**src/rtl/lfsr_load_arbiter_pkg.sv**
```systemverilog
// rtl/lfsr_load_arbiter_pkg.sv - shared state encoding and LFSR definition for the load arbiter
package lfsr_load_arbiter_pkg;

   localparam int LFSR_W = 20;

   // Feedback taps of the 20-bit shift-right LFSR
   localparam int TAP0 = 15;
   localparam int TAP1 = 11;
   localparam int TAP2 = 7;
   localparam int TAP3 = 0;

   typedef enum logic [1:0] {
      ST_IDLE    = 2'd0,
      ST_SEED    = 2'd1,
      ST_STREAM  = 2'd2,
      ST_RELEASE = 2'd3
   } state_e;

   // One LFSR advance: shift right, feedback enters at the MSB
   function automatic logic [LFSR_W-1:0] lfsr_next(input logic [LFSR_W-1:0] s);
      return {s[TAP0] ^ s[TAP1] ^ s[TAP2] ^ s[TAP3], s[LFSR_W-1:1]};
   endfunction

endpackage

```
**src/rtl/lfsr_load_arbiter_lfsr20_step.sv**
```systemverilog
// rtl/lfsr_load_arbiter_lfsr20_step.sv - 20-bit LFSR register with seed load and advance enables
module lfsr20_step
   import lfsr_load_arbiter_pkg::*;
(
   input  logic              clk_i,
   input  logic              rst_i,
   input  logic              load_i,
   input  logic [LFSR_W-1:0] seed_i,
   input  logic              adv_i,
   output logic [LFSR_W-1:0] lfsr_o
);

   logic [LFSR_W-1:0] lfsr_q;

   // Seed load wins over advance; otherwise the state holds
   always_ff @(posedge clk_i or posedge rst_i) begin
      if (rst_i) begin
         lfsr_q <= '0;
      end else if (load_i) begin
         lfsr_q <= seed_i;
      end else if (adv_i) begin
         lfsr_q <= lfsr_next(lfsr_q);
      end
   end

   assign lfsr_o = lfsr_q;

endmodule

```
**src/rtl/lfsr_load_arbiter.sv**
```systemverilog
// rtl/lfsr_load_arbiter.sv - round-robin sharing of one LFSR load-word generator between two key holders
module lfsr_load_arbiter
   import lfsr_load_arbiter_pkg::*;
#(
   parameter int                BURST_LEN     = 4,
   parameter logic [63:0]       LOAD_XOR_MASK = 64'h8FADC1A6B5E37921,
   parameter logic [LFSR_W-1:0] LFSR_SEED     = 20'h99999
) (
   input  logic         clk,
   input  logic         rst,
   input  logic [1:0]   req,
   input  logic [127:0] key0,
   input  logic [127:0] key1,
   output logic [1:0]   gnt,
   output logic         load_valid,
   input  logic         load_ready,
   output logic [63:0]  load_data,
   output logic         load_last,
   output logic         load_owner,
   output logic         busy
);

   localparam int                BEAT_W    = (BURST_LEN > 1) ? $clog2(BURST_LEN) : 1;
   localparam logic [BEAT_W-1:0] LAST_BEAT = BEAT_W'(BURST_LEN - 1);

   state_e             state_q;
   logic [127:0]       key_q;
   logic [BEAT_W-1:0]  beat_q;
   logic [1:0]         gnt_q;
   logic               valid_q;
   logic               owner_q;
   logic               busy_q;
   logic               last_srv_q;   // requester served most recently

   logic               win_d;
   logic [LFSR_W-1:0]  seed_x;
   logic [LFSR_W-1:0]  seed_d;
   logic [LFSR_W-1:0]  lfsr;
   logic               is_last;
   logic [63:0]        key_half;
   logic [63:0]        lfsr_rep;

   // Round-robin pick: on contention the requester not served last wins
   always_comb begin
      win_d = 1'b0;
      if (req == 2'b11) begin
         win_d = ~last_srv_q;
      end else begin
         win_d = req[1];
      end
   end

   // A zero seed would lock the LFSR, so fall back to the base seed
   assign seed_x = key_q[LFSR_W-1:0] ^ LFSR_SEED;
   assign seed_d = (seed_x == '0) ? LFSR_SEED : seed_x;

   lfsr20_step u_lfsr (
      .clk_i  (clk),
      .rst_i  (rst),
      .load_i (state_q == ST_SEED),
      .seed_i (seed_d),
      .adv_i  (valid_q & load_ready),
      .lfsr_o (lfsr)
   );

   // Word i uses lfsr bit i%20, hence the 20-bit pattern tiled over 64 bits
   assign is_last  = (beat_q == LAST_BEAT);
   assign key_half = beat_q[0] ? key_q[127:64] : key_q[63:0];
   assign lfsr_rep = {lfsr[3:0], lfsr, lfsr, lfsr};

   assign load_data  = (state_q == ST_STREAM) ? (key_half ^ lfsr_rep ^ LOAD_XOR_MASK) : 64'd0;
   assign load_last  = (state_q == ST_STREAM) & is_last;
   assign gnt        = gnt_q;
   assign load_valid = valid_q;
   assign load_owner = owner_q;
   assign busy       = busy_q;

   // Burst control FSM with registered grant/valid/busy/owner
   always_ff @(posedge clk or posedge rst) begin
      if (rst) begin
         state_q    <= ST_IDLE;
         key_q      <= '0;
         beat_q     <= '0;
         gnt_q      <= 2'b00;
         valid_q    <= 1'b0;
         owner_q    <= 1'b0;
         busy_q     <= 1'b0;
         last_srv_q <= 1'b1;
      end else begin
         case (state_q)
            ST_IDLE: begin
               if (req != 2'b00) begin
                  owner_q <= win_d;
                  key_q   <= win_d ? key1 : key0;
                  gnt_q   <= win_d ? 2'b10 : 2'b01;
                  busy_q  <= 1'b1;
                  state_q <= ST_SEED;
               end
            end
            ST_SEED: begin
               beat_q  <= '0;
               valid_q <= 1'b1;
               state_q <= ST_STREAM;
            end
            ST_STREAM: begin
               if (load_ready) begin
                  beat_q <= beat_q + BEAT_W'(1);
                  if (is_last) begin
                     gnt_q   <= 2'b00;
                     valid_q <= 1'b0;
                     state_q <= ST_RELEASE;
                  end
               end
            end
            ST_RELEASE: begin
               last_srv_q <= owner_q;
               busy_q     <= 1'b0;
               state_q    <= ST_IDLE;
            end
            default: begin
               state_q <= ST_IDLE;
            end
         endcase
      end
   end

endmodule

```
**config.mk**
```make
export PLATFORM = sky130hd
export DESIGN_NAME = lfsr_load_arbiter
export DESIGN_NICKNAME = d
export VERILOG_FILES = /design/src/rtl/lfsr_load_arbiter_pkg.sv /design/src/rtl/lfsr_load_arbiter_lfsr20_step.sv /design/src/rtl/lfsr_load_arbiter.sv
export SDC_FILE = /design/constraint.sdc
export NUM_CORES = 1
export LEC_CHECK = 0
export ABC_CLOCK_PERIOD_IN_PS = 8250
export BUFFER_PORTS_ARGS = -buffer_cell sky130_fd_sc_hd__clkbuf_2
export CORE_ASPECT_RATIO = 0.6
export CORE_UTILIZATION = 55
export CTS_CLUSTER_DIAMETER = 30
export DETAILED_ROUTE_END_ITERATION = 8
export MAX_ROUTING_LAYER = met4
export PLACE_DENSITY = 0.9
export SYNTH_ARGS = -nofsm -noshare
export SYNTH_HDL_FRONTEND = slang
export SYNTH_SLANG_ARGS = --single-unit
export TNS_END_PERCENT = 1
```
**constraint.sdc**
```tcl
create_clock -name clk -period 8.25 [get_ports clk]
set_input_delay 0.825 -clock clk [delete_from_list [all_inputs] [get_ports clk]]
set_output_delay 0.825 -clock clk [all_outputs]
set_load 0.005 [all_outputs]
```
==> metrics.txt <==
Hold Buf Count CTS 0; H-tree levels 4; clock buffer depth 2; synthesized area per cell between 9 and 10 µm²; Layout area overhead 21.65%; Placeable Area between 0.015 and 0.02 mm²; via count 7,688; Initial Utilization 0.5665; Ys Warns 0; Post-CTS Setup Inserts 0; DR iter-0 viols 417; nets ~1,500; fraction of layout cells with a size suffix above 1 0.3098; busiest grt layer met2; final core area utilization 0.6892; WL final around 26 mm; WHS between 0.4 and 0.5 ns; TritonRoute pass-1 iters 5; register area share after synthesis 0.4270; hold path startpoint key_q[98]$_DFFE_PP0P_; fraction of registers with async set/reset 1.000; global route overflow 0; drt drc 0; Avg WL per Cell around 18 µm; Critical Path, Cell by Cell buf_4, mux2i_1, xor2_1, and2_1, clkbuf_2; Yosys cell types 35; Total Power between 4 and 5 mW; status finished clean; number of synthesized register bits 158; EDFF count, synth 0; Synth Area in Adders 0.008105; largest family of logic cells by synthesized area multiplexers; Worst Hold Depth 2; CTS tree built; crit path DAT roughly 2.6 ns; Skew-Pair Late Insertion Delay a little over 0.4 ns; met2 Use GR 0.4919; initial antenna violation count 0; Rel. slew slack 0.2945; Crit Path Max Fanout 38; Reg-to-Reg Start state_q[1]$_DFFE_PP0P_; first-pass GRT wire length between 30 and 40 mm; area of the multi-input gates ~0.0047 mm²; chip width between 150 and 200 µm; FF-to-FF path depth 5; hpwl dp between 15 and 20 mm; Hold Path Class reg -> reg; skew final about 0.013 ns; worst reg2reg setup slack 5.70 ns; Max Cap Violations 0; maximum clock frequency between 200 and 300 MHz; worst slew pin tran approximately 1.1 ns; Die Ht 102.5 µm; CTS root buf clkbuf_16; GR Util met3 0.05797; PD cells 374.5 mW/mm²; Compound-Gate Fraction of Synth Area 0.09672; Setup Crit Path Kind reg -> out; Leakage 5.692 nW; Gate Count Post-Synth around 930; CP max stage delay 0.86 ns; vias in the first global route ~7,200; ant diodes 0; full die area between 0.015 and 0.02 mm²; period utilization 0.4191; Post-DRT Antenna Nets 0; IO buf count 330; largest net degree at the start of global routing 260; VDD IR max 0.0003038 V; Vias/cell between 5 and 6; Setup TNS 0 ns; row count 36; WHS Endpoint key_q[98]$_DFFE_PP0P_; CP startpoint kind register; RSZ-0062 raised after global routing false; XOR/XNOR Fraction of Synth Area 0.06335; critical path required time around 7.4 ns; GP Congestion ~0.86; CTS Buf Count 17; Worst Setup End Kind output port; total global-route track usage 0.3073; boundary pin count 331; post-synthesis mux area share 0.2218; Simple-Gate Fraction of Synth Area 0.1200; syn nets ~1,200; number of fill cells 1,309; worst path bufs/invs 2; R2R Path End u_lfsr.lfsr_o[0]$_DFFE_PP0P_; area of the mapped netlist between 0.009 and 0.01 mm²; final setup fails 0; Final Hold Fails 0; Worst-path clk slew about 0.070 ns; critical path's top delay family flip-flops; CTS resizes 0; FF/Latch Area 0.003959 mm²; Slew Viols, Final 0; grt met1 use 0.4058; Slowest cell on crit path dfrtp_4; Most used DFF post-synth dfrtp_1; crit path time final ~3.5 ns; CTS sink cnt ~160
==> logic make-up (layout without fill, tap and decap cells) <==
group                    Yosys count  in the layout
multiplexers                     205            205
AO/OA/AOI/OAI                    165            165
AND/OR/NAND/NOR                  242            242
buffers and inverters             89            374
flip-flops                       158            158
adder cells (fa/ha/maj)            6              6
XOR/XNOR                          67             67
==> where the power goes <==
part           total [mW]  internal (mW)  switching, mW
logic                1.87          0.893          0.979
clock network       0.728          0.391          0.337
registers            1.62           1.16          0.461
==> through the flow <==
step | setup WS (ns) | cell area, µm² | std cells
2_1_floorplan | 3.163 | 9263 | 932
3_3_place_gp | 5.219 | 10730 | 1413
3_5_place_dp | 5.175 | 10730 | 1413
4_1_cts | 4.777 | 11270 | 1445
5_1_grt | 4.673 | 11270 | 1445
6_report | 4.793 | 11270 | 1445
==> per-layer routing <==
metal	wire length [µm]	share of wire	vias up
met4	310	0.012	0
met1	11400	0.44	3656
li1	-	-	3727
met2	12350	0.48	286
met3	1627	0.063	19
met5	0	0	-
==> state kept, by name, indices dropped and copies added (netlist names) <==
signal         cells
beat_q             2
busy               1
gnt                2
key_q            128
last_srv_q         1
load_owner         1
load_valid         1
state_q            2
u_lfsr.lfsr_o     20
==> tightest hold or removal path: cells and delay by family (launching register included) <==
kind	cells	cell delay [ns]
DFF	1	0.34
AOI/OAI and AO/OA	1	0.06
and+or+nand+nor	1	0.04
==> worst max path at each step <==
| stage | cells past startpoint | end | start |
|---|---|---|---|
| after global placement | 6 | key_q[111]$_DFFE_PP0P_ | req[1] |
| after detailed placement | 6 | key_q[108]$_DFFE_PP0P_ | req[1] |
| after CTS | 5 | load_data[46] | beat_q[0]$_DFFE_PP0P_ |
| after floorplan | 1 | beat_q[0]$_DFFE_PP0P_ | rst |
| after global routing | 5 | load_data[50] | beat_q[0]$_DFFE_PP0P_ |
| final | 5 | load_data[50] | beat_q[0]$_DFFE_PP0P_ |
==> Yosys cell counts (2+ instances only) <==
library cell  count  area (µm²)
nor2_1            3       11.26
buf_12           10       200.2
o21ai_0          32       160.2
buf_2            13       65.06
xor2_1           34       297.8
buf_4             9       67.56
nor3_1            3       15.01
nand3_1           9       45.04
a32oi_1           9       78.83
mux2i_1         203        2032
dfrtp_1         157        3929
buf_6             5       56.30
mux2_2            2       22.52
ha_1              6       75.07
nand2_1         157       589.3
o21ai_1         111       555.5
xnor2_1          33       289.0
a21oi_1           4       20.02
and2_1           65       406.6
a22o_1            2       17.52
clkbuf_1         47       176.4
inv_1             5       18.77
==> placed cells by master, fill, tap and decap left out, types with 17 or more instances in the layout <==
| master | instances |
|---|---|
| clkbuf_2 | 330 |
| mux2i_1 | 203 |
| nand2_1 | 157 |
| dfrtp_1 | 156 |
| o21ai_1 | 111 |
| and2_1 | 65 |
| xor2_1 | 34 |
| xnor2_1 | 33 |
| o21ai_0 | 32 |
| clkbuf_16 | 17 |
==> area by class of cell <==
type,count,area share
Multi-Input combinational cell,685,0.4211
Tap cell,228,0.02532
Clock buffer,19,0.03842
Clock inverter,13,0.009438
Inverter,5,0.002110
Timing Repair Buffer,337,0.1523
Sequential cell,158,0.3513
(Power assumes the default switching activity.)
